$ cat src/rtl/register_file_sb_if.sv
// Bus bundle for register_file_sb: two read ports, one write-back port,
// the scoreboard reservation port and the hazard-error flag.
interface register_file_sb_if #(
    parameter int DATA_W   = 8,
    parameter int NUM_REGS = 4
);
    localparam int ADDR_W = $clog2(NUM_REGS);

    logic                rd_a_en;
    logic [ADDR_W-1:0]   rd_a_addr;
    logic [DATA_W-1:0]   rd_a_data;
    logic                rd_a_valid;
    logic                rd_a_stale;

    logic                rd_b_en;
    logic [ADDR_W-1:0]   rd_b_addr;
    logic [DATA_W-1:0]   rd_b_data;
    logic                rd_b_valid;
    logic                rd_b_stale;

    logic                wr_en;
    logic [ADDR_W-1:0]   wr_addr;
    logic [DATA_W-1:0]   wr_data;

    logic                rsv_en;
    logic [ADDR_W-1:0]   rsv_addr;

    logic                err_clr;
    logic [NUM_REGS-1:0] busy;
    logic                err;

    // Decode/control side
    modport master (
        output rd_a_en, rd_a_addr, rd_b_en, rd_b_addr,
        output wr_en, wr_addr, wr_data, rsv_en, rsv_addr, err_clr,
        input  rd_a_data, rd_a_valid, rd_a_stale,
        input  rd_b_data, rd_b_valid, rd_b_stale,
        input  busy, err
    );

    // Register file side
    modport slave (
        input  rd_a_en, rd_a_addr, rd_b_en, rd_b_addr,
        input  wr_en, wr_addr, wr_data, rsv_en, rsv_addr, err_clr,
        output rd_a_data, rd_a_valid, rd_a_stale,
        output rd_b_data, rd_b_valid, rd_b_stale,
        output busy, err
    );
endinterface

$ cat src/rtl/register_file_sb.sv
// 2-read/1-write register file with registered read ports, optional
// write-to-read bypass, per-register busy scoreboard and sticky hazard flag.
module register_file_sb #(
    parameter int DATA_W   = 8,
    parameter int NUM_REGS = 4,
    parameter int BYPASS   = 1
) (
    input logic               reg_clk,
    input logic               reg_rst,
    register_file_sb_if.slave bus
);
    localparam int ADDR_W = $clog2(NUM_REGS);
    // One extra bit so NUM_REGS itself is representable when it is a power of two
    localparam logic [ADDR_W:0] LIMIT = (ADDR_W + 1)'(NUM_REGS);

    function automatic logic in_range(input logic [ADDR_W-1:0] addr);
        return {1'b0, addr} < LIMIT;
    endfunction

    // Returns {valid, stale, data} for one read port as it will appear next cycle
    function automatic logic [DATA_W+1:0] read_port(
        input logic              en,
        input logic [ADDR_W-1:0] addr,
        input logic [DATA_W-1:0] stored,
        input logic              wr_hit,
        input logic [DATA_W-1:0] wdata,
        input logic              pending
    );
        logic              valid;
        logic              stale;
        logic [DATA_W-1:0] data;
        valid = en && in_range(addr);
        stale = 1'b0;
        data  = '0;
        if (valid) begin
            data  = (BYPASS != 0 && wr_hit) ? wdata : stored;
            stale = pending;
        end
        return {valid, stale, data};
    endfunction

    logic [DATA_W-1:0]   regs [NUM_REGS];
    logic [NUM_REGS-1:0] busy_q;
    logic [NUM_REGS-1:0] busy_wr;
    logic [NUM_REGS-1:0] busy_d;
    logic                err_q;
    logic                err_set;
    logic                wr_ok;
    logic                rsv_ok;

    logic [DATA_W-1:0]   rd_a_data_p0, rd_a_data_p1;
    logic                rd_a_valid_p0, rd_a_valid_p1;
    logic                rd_a_stale_p0, rd_a_stale_p1;
    logic [DATA_W-1:0]   rd_b_data_p0, rd_b_data_p1;
    logic                rd_b_valid_p0, rd_b_valid_p1;
    logic                rd_b_stale_p0, rd_b_stale_p1;

    // Scoreboard update (write clears first, then reservation sets) and read-port next values
    always_comb begin
        wr_ok   = bus.wr_en && in_range(bus.wr_addr);
        rsv_ok  = bus.rsv_en && in_range(bus.rsv_addr);
        busy_wr = busy_q;
        if (wr_ok) begin
            busy_wr[bus.wr_addr] = 1'b0;
        end
        busy_d  = busy_wr;
        err_set = 1'b0;
        if (rsv_ok) begin
            // A register written this cycle has already been released, so re-reserving it is legal
            err_set              = busy_wr[bus.rsv_addr];
            busy_d[bus.rsv_addr] = 1'b1;
        end
        {rd_a_valid_p0, rd_a_stale_p0, rd_a_data_p0} = read_port(
            bus.rd_a_en, bus.rd_a_addr, regs[bus.rd_a_addr],
            wr_ok && (bus.wr_addr == bus.rd_a_addr), bus.wr_data, busy_wr[bus.rd_a_addr]);
        {rd_b_valid_p0, rd_b_stale_p0, rd_b_data_p0} = read_port(
            bus.rd_b_en, bus.rd_b_addr, regs[bus.rd_b_addr],
            wr_ok && (bus.wr_addr == bus.rd_b_addr), bus.wr_data, busy_wr[bus.rd_b_addr]);
    end

    // Register array: write-back port, cleared on reset
    always_ff @(posedge reg_clk) begin
        if (reg_rst) begin
            for (int i = 0; i < NUM_REGS; i++) begin
                regs[i] <= '0;
            end
        end else if (wr_ok) begin
            regs[bus.wr_addr] <= bus.wr_data;
        end
    end

    // Busy vector and sticky hazard flag; a new hazard outranks err_clr
    always_ff @(posedge reg_clk) begin
        if (reg_rst) begin
            busy_q <= '0;
            err_q  <= 1'b0;
        end else begin
            busy_q <= busy_d;
            if (err_set) begin
                err_q <= 1'b1;
            end else if (bus.err_clr) begin
                err_q <= 1'b0;
            end
        end
    end

    // Read-port output registers; requests seen during reset are dropped
    always_ff @(posedge reg_clk) begin
        if (reg_rst) begin
            rd_a_data_p1  <= '0;
            rd_a_valid_p1 <= 1'b0;
            rd_a_stale_p1 <= 1'b0;
            rd_b_data_p1  <= '0;
            rd_b_valid_p1 <= 1'b0;
            rd_b_stale_p1 <= 1'b0;
        end else begin
            rd_a_data_p1  <= rd_a_data_p0;
            rd_a_valid_p1 <= rd_a_valid_p0;
            rd_a_stale_p1 <= rd_a_stale_p0;
            rd_b_data_p1  <= rd_b_data_p0;
            rd_b_valid_p1 <= rd_b_valid_p0;
            rd_b_stale_p1 <= rd_b_stale_p0;
        end
    end

    assign bus.rd_a_data  = rd_a_data_p1;
    assign bus.rd_a_valid = rd_a_valid_p1;
    assign bus.rd_a_stale = rd_a_stale_p1;
    assign bus.rd_b_data  = rd_b_data_p1;
    assign bus.rd_b_valid = rd_b_valid_p1;
    assign bus.rd_b_stale = rd_b_stale_p1;
    assign bus.busy       = busy_q;
    assign bus.err        = err_q;
endmodule
$ cat src/flat_wrapper.sv
// flat-port wrapper written by rule: the top's interface ports become plain ports
module register_file_sb_flat 
#(
    parameter int DATA_W   = 8,
    parameter int NUM_REGS = 4,
    parameter int BYPASS   = 1
)
  (reg_clk, reg_rst, bus_rd_a_en, bus_rd_a_addr, bus_rd_b_en, bus_rd_b_addr, bus_wr_en, bus_wr_addr, bus_wr_data, bus_rsv_en, bus_rsv_addr, bus_err_clr, bus_rd_a_data, bus_rd_a_valid, bus_rd_a_stale, bus_rd_b_data, bus_rd_b_valid, bus_rd_b_stale, bus_busy, bus_err);
  register_file_sb_if #(.DATA_W(DATA_W), .NUM_REGS(NUM_REGS)) bus_i ();
  input logic reg_clk;
  input logic reg_rst;
  input wire logic [$bits(bus_i.rd_a_en)-1:0] bus_rd_a_en;
  input wire logic [$bits(bus_i.rd_a_addr)-1:0] bus_rd_a_addr;
  input wire logic [$bits(bus_i.rd_b_en)-1:0] bus_rd_b_en;
  input wire logic [$bits(bus_i.rd_b_addr)-1:0] bus_rd_b_addr;
  input wire logic [$bits(bus_i.wr_en)-1:0] bus_wr_en;
  input wire logic [$bits(bus_i.wr_addr)-1:0] bus_wr_addr;
  input wire logic [$bits(bus_i.wr_data)-1:0] bus_wr_data;
  input wire logic [$bits(bus_i.rsv_en)-1:0] bus_rsv_en;
  input wire logic [$bits(bus_i.rsv_addr)-1:0] bus_rsv_addr;
  input wire logic [$bits(bus_i.err_clr)-1:0] bus_err_clr;
  output wire logic [$bits(bus_i.rd_a_data)-1:0] bus_rd_a_data;
  output wire logic [$bits(bus_i.rd_a_valid)-1:0] bus_rd_a_valid;
  output wire logic [$bits(bus_i.rd_a_stale)-1:0] bus_rd_a_stale;
  output wire logic [$bits(bus_i.rd_b_data)-1:0] bus_rd_b_data;
  output wire logic [$bits(bus_i.rd_b_valid)-1:0] bus_rd_b_valid;
  output wire logic [$bits(bus_i.rd_b_stale)-1:0] bus_rd_b_stale;
  output wire logic [$bits(bus_i.busy)-1:0] bus_busy;
  output wire logic [$bits(bus_i.err)-1:0] bus_err;
  assign bus_i.rd_a_en = bus_rd_a_en;
  assign bus_i.rd_a_addr = bus_rd_a_addr;
  assign bus_i.rd_b_en = bus_rd_b_en;
  assign bus_i.rd_b_addr = bus_rd_b_addr;
  assign bus_i.wr_en = bus_wr_en;
  assign bus_i.wr_addr = bus_wr_addr;
  assign bus_i.wr_data = bus_wr_data;
  assign bus_i.rsv_en = bus_rsv_en;
  assign bus_i.rsv_addr = bus_rsv_addr;
  assign bus_i.err_clr = bus_err_clr;
  assign bus_rd_a_data = bus_i.rd_a_data;
  assign bus_rd_a_valid = bus_i.rd_a_valid;
  assign bus_rd_a_stale = bus_i.rd_a_stale;
  assign bus_rd_b_data = bus_i.rd_b_data;
  assign bus_rd_b_valid = bus_i.rd_b_valid;
  assign bus_rd_b_stale = bus_i.rd_b_stale;
  assign bus_busy = bus_i.busy;
  assign bus_err = bus_i.err;
  register_file_sb #(.DATA_W(DATA_W), .NUM_REGS(NUM_REGS), .BYPASS(BYPASS)) u_core (.reg_clk(reg_clk), .reg_rst(reg_rst), .bus(bus_i));
endmodule
$ cat config.mk
export PLATFORM = sky130hd
export DESIGN_NAME = register_file_sb_flat
export DESIGN_NICKNAME = d
export VERILOG_FILES = /design/src/rtl/register_file_sb_if.sv /design/src/rtl/register_file_sb.sv /design/src/flat_wrapper.sv
export SDC_FILE = /design/constraint.sdc
export NUM_CORES = 1
export LEC_CHECK = 0
export ABC_AREA = 1
export CAP_MARGIN = 10
export CORE_UTILIZATION = 50
export DETAILED_ROUTE_END_ITERATION = 7
export GPL_TIMING_DRIVEN = 0
export HOLD_SLACK_MARGIN = 0.02
export PLACE_DENSITY_LB_ADDON = 0.1
export RECOVER_POWER = 25
export SYNTH_ARGS = -nofsm -noshare
export SYNTH_HDL_FRONTEND = slang
export SYNTH_SLANG_ARGS = --single-unit
export TNS_END_PERCENT = 10
$ cat constraint.sdc
create_clock -name reg_clk -period 1.3 [get_ports reg_clk]
set_input_delay 0.13 -clock reg_clk [delete_from_list [all_inputs] [get_ports reg_clk]]
set_output_delay 0.13 -clock reg_clk [all_outputs]
set_load 0.02 [all_outputs]
* Word-level counts from Yosys, hierarchy flattened
Memories as Yosys holds them, arrays and structs flattened. A register that Yosys moved wholly into a read port is not among the register bits. Index checks and enable logic that the tools add are counted.
Storage, ports and cells: logic and storage cells 47, RAM bits 32, register bits after elaboration 9, memories 1
Cells by class: reduce and logical (&&, ||, !) cells 6, multiplexer cells 23, bitwise operators 5, magnitude comparators 6
Memory list:
- u_core.regs | depth 4, width 8, read ports 2, clocked after memory_dff 2, wr ports 4, RTL line register_file_sb.sv:42 | logic [DATA_W-1:0] regs [NUM_REGS];
Operator list (number):
- 1-bit 2-to-1 mux | 14
- 2-bit by 3-bit < comparator with 1-bit output, second input constant | 4
- 4-bit 2-to-1 mux | 2
- 8-bit 2-to-1 mux | 1
- 8-bit OR reduction | 1
- 1-bit binary-select mux with 2-bit select | 3
- 4-bit AND | 1
- 1-bit demux with 2-bit select | 2
- 2-bit by 1-bit >= comparator with 1-bit output, second input constant | 2
- 4-bit NOT | 1
- 4-bit bitwise OR | 1
- 2-bit OR reduction | 2
- 1-bit logical AND | 2
- 2-bit 2-to-1 mux | 1
- 1-bit NOT | 2
- 2-bit nonzero test | 1

* Depth between registers and ports, before layout
Gate-level depths: netlist of the first run.
depth in word-level cells 11, gate-level depth with buffers 10

* Worst setup path before layout of the first run
OpenSTA, ideal clock, no wires.
path type in2reg, start input bus_rd_a_addr[1], end register u_core.rd_a_data_p1[3], in the netlist u_core.bus.rd_a_data[3], read port of u_core.regs, arrival time 1.073 ns, setup time 0.113 ns, stages 9, data required time 1.187 ns, slack 0.114 ns, cell sequence clkbuf_1 inv_1 nand2_1 nand3_1 nor2_4 buf_4 nand2_1 nand2_1 nor2_1
RTL lines:
- start: declaration | RTL line flat_wrapper.sv:13 | input wire logic [$bits(bus_i.rd_a_addr)-1:0] bus_rd_a_addr;
- end: declaration | RTL line register_file_sb.sv:51 | logic [DATA_W-1:0] rd_a_data_p0, rd_a_data_p1;

* Worst setup path after layout of the first run
start input reg_rst, end register u_core.rd_b_data_p1[6], in the netlist u_core.bus.rd_b_data[6], read port of u_core.regs
Between the ends: longest elaborated chain between the ends 1
Ends and longest elaborated chain:
- start: declaration | RTL line flat_wrapper.sv:11 | input logic reg_rst;
- 2-bit OR reduction (no source line)
- end: declaration | RTL line register_file_sb.sv:54 | logic [DATA_W-1:0] rd_b_data_p0, rd_b_data_p1;
No other way between the ends. A chain may end at the register's enable or synchronous reset.

==> metrics.cfg, run 1 <==
[worst_setup_path]
path_class = in2reg
crit_arrival_ps = 1530
slowest_delay_ps = 410
worst-path-buf-inv = 3
path_delay_family = buffers and inverters
worst_path_max_delay_cell = dlygate4sd2_1
endpoint_kind = register
critical_path.most_common_cell = nand2_1
path_max_fanout = 10
crit_required_ps = 1570
critPathLaunchType = input port
worstPathCellList = dlygate4sd2_1 > inv_2 > nand2_1 > a21boi_2 > nand3_4 > buf_6 > nand2_1 > nand2_1 > nor2_1

[synthesis]
syn_avg_cell_area_um2 = 7.47
syn_nets = 396
synth_area_mm2 = 0.00279
syn_inst = 373
ys_seq_elements = 57
yosys_warnings = 0
yosysSeqAreaShare_pct = 52.5
yosys.cell_types.count = 19

[cts]
cts_sinks = 57
clockBufferDepth = 2
ctsHoldBuffers = 0
cts.reportedPaths.clkPinSlew_ps = 70
cts-root-buf = clkbuf_8
insertion_delay_ps = 330
cts_buffers = 9
cts_tree = yes
htreeDepth = 3

[layout]
mostFrequentLayoutCell = nor2_1
drive_gt1_share_pct = 8.72
layout_common_cells = nor2_1 (92), nand2_1 (71), o21ai_0 (43)
nets = 454
post-route-util_pct = 67.6
insertedDiodeCount = 0
area_growth_pct = 27.1

[route]
drtAntennaViolNets = 0
dr.pass1.iters = 5
drc_errors = 0
routed-via-count = 2546
wl_mm = 6.55
vias_per_cell = 5.03
drt_iter0_markers = 318
wire_per_inst_um = 13.0

[die]
die_area_mm2 = 0.00587
start_util_pct = 53.2
die_w_um = 76.6
fp-row-count = 26
die_h_um = 76.6
core-area_mm2 = 0.00524
io_pins = 48

[pwr]
pwr-share-comb_pct = 15.0
p_int_mw = 3.17
clockPowerShare_pct = 37.9
p_sw_mw = 1.25
p_per_area_mw_per_mm2 = 1250
total_power_mw = 4.42
pwr-share-seq_pct = 47.1
leakage_nw = 1.64
switching_share_pct = 28.3
ir_drop_mv = 0.745

[job]
cap_violations = 0

[sta]
setup_ws_ps = 43.2
fin_crit_ps = 1260
final_max_slew_viol_count = 0
post-route-period-util_pct = 96.7
tns_ps = 0
finalClockSkew_ps = 9.29
setup_viol = 0
whs_ps = 299
hold_viol = 0
fmax_mhz = 796
tightest_slew_ps = 470
relSlewSlack_pct = 68.7

[run_status]
status = finished clean

[placement]
gp_congestion = 0.910
hpwl_mm = 4.95
pre_cts_slack_ps = -639
io_buffers = 43

[global_routing]
grt_overflow_total = 0
antenna_found_initial = 0
gr-usage-all-layers_pct = 24.7
grt_pass1_vias = 2408
grt_pass1_wl_mm = 11.3
grt_max_degree = 13

[min_path]
min_path_type = in2reg

-- kinds of logic after synthesis --
logic type / after synthesis / synth area share, %
AO/OA/AOI/OAI: 69 / 12.5
buffers and inverters: 62 / 8.85
flip-flops: 57 / 52.5
AND/OR/NAND/NOR: 185 / 26.2
-- what timing repair did --
action / 4_1_cts / 5_1_grt
endpoints found under the setup margin: 57 / 30
setup buffers: 3 / 1
pin swaps: 2 / 0
gates resized for setup: 32 / 9
-- synth_stat cells --
master / count / area, µm²
nand3_1: 15 / 75.1
nor2_4: 1 / 11.3
a21oi_1: 25 / 125
o21ai_0: 43 / 215
inv_1: 44 / 165
nand2_1: 72 / 270
buf_1: 1 / 3.75
buf_4: 1 / 7.51
nand3_2: 1 / 10.0
inv_2: 2 / 7.51
nor2_2: 1 / 6.26
clkinv_1: 2 / 7.51
nor2_1: 95 / 357
buf_2: 2 / 10.0
dfxtp_1: 25 / 500
clkbuf_1: 9 / 33.8
a21boi_1: 1 / 7.51
buf_6: 1 / 11.3
edfxtp_1: 32 / 961
-- state kept, by name (all words and copies together), names as in the netlist --
signal,cells
u_core.bus.busy,4
u_core.bus.err,1
u_core.bus.rd_a_data,8
u_core.bus.rd_a_stale,1
u_core.bus.rd_a_valid,1
u_core.bus.rd_b_data,8
u_core.bus.rd_b_stale,1
u_core.bus.rd_b_valid,1
u_core.regs,32
-- area by class of cell --
cell class | instances | area [µm²]
clock inverters | 7 | 77.6
fillers | 467 | 1700
clock buffers | 9 | 124
flip-flops and latches | 57 | 1460
plain buffers | 14 | 70.1
well taps | 70 | 87.6
multi-input cells | 254 | 1110
repair buffers | 47 | 432
inverters | 48 | 180
-- power groups by stage --
stage	combinational, mW	sequential, mW	clock (mW)
4_1_cts	0.646	2.08	1.69
6_report	0.662	2.08	1.67
3_5_place_dp	0.659	2.12	0
5_1_grt	0.745	2.09	1.79
3_3_place_gp	0.651	2.12	0
2_1_floorplan	0.356	2.16	0
-- per-stage QoR --
step | std cells | instance area, µm²
after floorplan | 373 | 2790
after global placement | 486 | 3300
after detailed placement | 486 | 3300
after CTS | 505 | 3510
after global routing | 506 | 3540
final | 506 | 3540
-- worst paths after layout --
check	from	cells after the start	slack, ps	endpoint
max	reg_rst	9	40	u_core.bus.rd_b_data[6]
min	bus_wr_addr[1]	4	300	u_core.bus.busy[3]
max reg2reg	u_core.regs[2][2]	8	220	u_core.bus.rd_b_data[2]
min reg2reg	u_core.bus.busy[3]	2	530	u_core.bus.busy[3]
-- worst min-delay path, stage by stage --
cell	delay, ps
dlymetal6s2s_1	160
nand3_1	120
nand2_1	120
a21oi_1	70
-- metal layers --
layer,global-route usage (%),wire length [µm]
met2,38.1,2870
met5,0,0
met3,5.03,495
met1,33.0,3000
met4,11.9,179
(Power assumes the default switching activity.)
==> inputs of run 2 (changes only) <==
--- a/config.mk
+++ b/config.mk
@@ -7,11 +7,11 @@
 export LEC_CHECK = 0
 export ABC_AREA = 1
 export CAP_MARGIN = 10
-export CORE_UTILIZATION = 50
+export CORE_UTILIZATION = 47
 export DETAILED_ROUTE_END_ITERATION = 7
 export GPL_TIMING_DRIVEN = 0
 export HOLD_SLACK_MARGIN = 0.02
-export PLACE_DENSITY_LB_ADDON = 0.1
+export PLACE_DENSITY = 0.75
 export RECOVER_POWER = 25
 export SYNTH_ARGS = -nofsm -noshare
 export SYNTH_HDL_FRONTEND = slang
==> constraint.sdc (replaced) <==
create_clock -name reg_clk -period 1.1 [get_ports reg_clk]
set_input_delay 0.11 -clock reg_clk [delete_from_list [all_inputs] [get_ports reg_clk]]
set_output_delay 0.11 -clock reg_clk [all_outputs]
set_load 0.02 [all_outputs]
==> run 2 against run 1 <==
Net effect:
- sequential share of layout area decreased by 1.6 points
- global-route usage shrank 0.36 points
- cell count is 1.4% higher
- critical endpoint is now bus_rd_b_data[6]
- largest cell class unchanged
==> metrics.cfg, run 2 (synthesis gave the netlist of run 1 again) <==
[global_routing]
grt_overflow_total = 0  ; unchanged
use_met3_pct = 5.63  ; +0.60 points
gr-usage-all-layers_pct = 24.3  ; -0.36 points
grt_pass1_vias = 2424  ; +0.66%
grt_max_degree = 11  ; -2
grt_pass1_wl_mm = 11.4  ; +0.98%
antenna_found_initial = 0  ; unchanged
gr-usage-met2_pct = 37.1  ; -1.0 points
grt_util_met1_pct = 32.0  ; -0.95 points
grt.busiest_layer = met2

[layout]
area_growth_pct = 32.2
multi_input_area_mm2 = 0.00114  ; +2.6%
nets = 459  ; +1.1%
largest_reg_flops = 32  ; unchanged
mostFrequentLayoutCell = nor2_1
regArea_mm2 = 0.00146  ; unchanged
drive_gt1_share_pct = 13.4  ; +4.7 points
top_register = u_core.regs
nFillCells = 479  ; +2.6%
layout_common_cells = nor2_1 (91), nand2_1 (70), inv_1 (38)
insertedDiodeCount = 0  ; unchanged

[route]
vias_per_cell = 5.27  ; +4.7%
drtAntennaViolNets = 0  ; unchanged
routed-via-count = 2702  ; +6.1%
drc_errors = 0  ; unchanged
wl_mm = 7.14  ; +8.9%
wire_per_inst_um = 13.9  ; +7.4%
dr.pass1.iters = 5  ; unchanged
drt_iter0_markers = 427  ; +34%

[sta]
fin_crit_ps = 1080
setup_viol = 0  ; unchanged
tightest_slew_ps = 451  ; -19.2 ps
final_max_slew_viol_count = 0  ; unchanged
post-route-period-util_pct = 98.4
whs_ps = 82.5  ; -216 ps
rsz0062_at_grt = yes
relSlewSlack_pct = 70.0  ; +1.3 points
finalClockSkew_ps = 6.51  ; -2.78 ps
fmax_mhz = 924
hold_viol = 0  ; unchanged

[die]
fp-row-count = 27  ; +3.8%
io_pins = 48  ; unchanged
core-area_mm2 = 0.00561  ; +7.1%
start_util_pct = 49.7  ; -3.5 points
die_h_um = 79.0  ; +3.1%
die_area_mm2 = 0.00624  ; +6.2%
die_w_um = 79.0  ; +3.1%

[worst_setup_path]
crit_arrival_ps = 970  ; -560 ps
worst-path-buf-inv = 1  ; -2
path_delay_family = buffers and inverters
endpoint_kind = primary output
critPathLaunchType = register
slowest_delay_ps = 330  ; -80 ps
path_max_fanout = 1  ; -9
path_class = reg2out
crit_required_ps = 990  ; -580 ps
worst_path_max_delay_cell = dlygate4sd2_1
worstPathCellList = dlygate4sd2_1

[pwr]
leakage_nw = 1.67  ; +2.1%
pwr-share-comb_pct = 14.0  ; -1.0 points
p_int_mw = 4.56  ; +44%
clockPowerShare_pct = 44.9  ; +7.0 points
ir_drop_mv = 0.861  ; +16%
switching_share_pct = 24.0  ; -4.3 points
total_power_mw = 6.01  ; +36%
pwr-share-seq_pct = 41.1  ; -6.0 points
p_per_area_mw_per_mm2 = 1630  ; +31%
p_sw_mw = 1.44  ; +15%

[cts]
cts.reportedPaths.clkPinSlew_ps = 70  ; about the same
cts_buffers = 9  ; unchanged
clockBufferDepth = 2  ; unchanged
cts-root-buf = clkbuf_8
htreeDepth = 3  ; unchanged
cts_tree = yes
ctsHoldBuffers = 0  ; unchanged
insertion_delay_ps = 330  ; about the same
cts_sinks = 57  ; unchanged

[placement]
gp_congestion = 0.910  ; about the same
io_buffers = 43  ; unchanged
hpwl_mm = 4.98  ; +0.48%

[run_status]
status = finished clean

[job]
cap_violations = 0  ; unchanged

[min_path]
min_path_type = in2reg

-- run 2: changes by cell type in the layout (fill, tap and decap cells not counted), moves of 3 or more --
cell / previous run / this run
dlygate4sd2_1: 27 / 12
clkdlybuf4s15_1: 0 / 11
clkbuf_2: 0 / 8
o21ai_0: 43 / 35
o21ai_1: 0 / 8
clkinvlp_4: 4 / 0
buf_2: 2 / 5
bufinv_16: 1 / 4
inv_1: 41 / 38
-- run 2: area by class of cell --
type | instances | share of cell area (%)
clock inverters | 5 | 3.40
well taps | 72 | 2.45
multi-input cells | 254 | 30.9
inverters | 48 | 4.96
plain buffers | 14 | 2.04
flip-flops and latches | 57 | 39.7
repair buffers | 52 | 12.5
clock buffers | 11 | 4.11
-- run 2: path summary, 6_finish.rpt --
kind | start | end | slack (ps) | cells past startpoint
worst max-delay path | u_core.bus.rd_b_data[6] | bus_rd_b_data[6] | 20 | 1
worst min-delay path | reg_rst | u_core.bus.busy[2] | 80 | 2
worst max register to register | u_core.regs[1][5] | u_core.bus.rd_a_data[5] | 50 | 6
worst min register to register | u_core.bus.busy[3] | u_core.bus.busy[3] | 550 | 2
-- run 2: stage by stage --
step | TNS, ps | worst slack [ps] | cell area, µm² | instances | utilization (%)
finish | 0 | 17.6 | 3680 | 513 | 65.7
detailed placement | -48310 | -800 | 3310 | 488 | 59.0
CTS | -85.8 | -51.4 | 3650 | 511 | 65.1
global placement | -46320 | -778 | 3310 | 488 | 59.0
global route | -600 | -78.2 | 3680 | 513 | 65.7
floorplan | 0 | 13.7 | 2790 | 373 | -
-- run 2: metal layers --
| metal | routed length [µm] | share of wire, % |
|---|---|---|
| met5 | 0 | 0 |
| met4 | 262 | 3.7 |
| met1 | 3060 | 43 |
| met2 | 3210 | 45 |
| met3 | 610 | 8.5 |
-- run 2: power groups by stage --
stage          Combinational, mW  Clock (mW)  Sequential, mW
6_report                   0.840        2.70            2.47
5_1_grt                    0.924        2.80            2.48
4_1_cts                    0.797        2.69            2.46
3_5_place_dp               0.783           0            2.51
3_3_place_gp               0.768           0            2.50
2_1_floorplan              0.422           0            2.55
-- run 2: repair_timing --
action / in CTS / in global routing
gates cloned: 0 / 1
buffers inserted: 7 / 1
endpoints found under the setup margin: 109 / 42
gates resized for setup: 47 / 43
pin swaps: 1 / 14
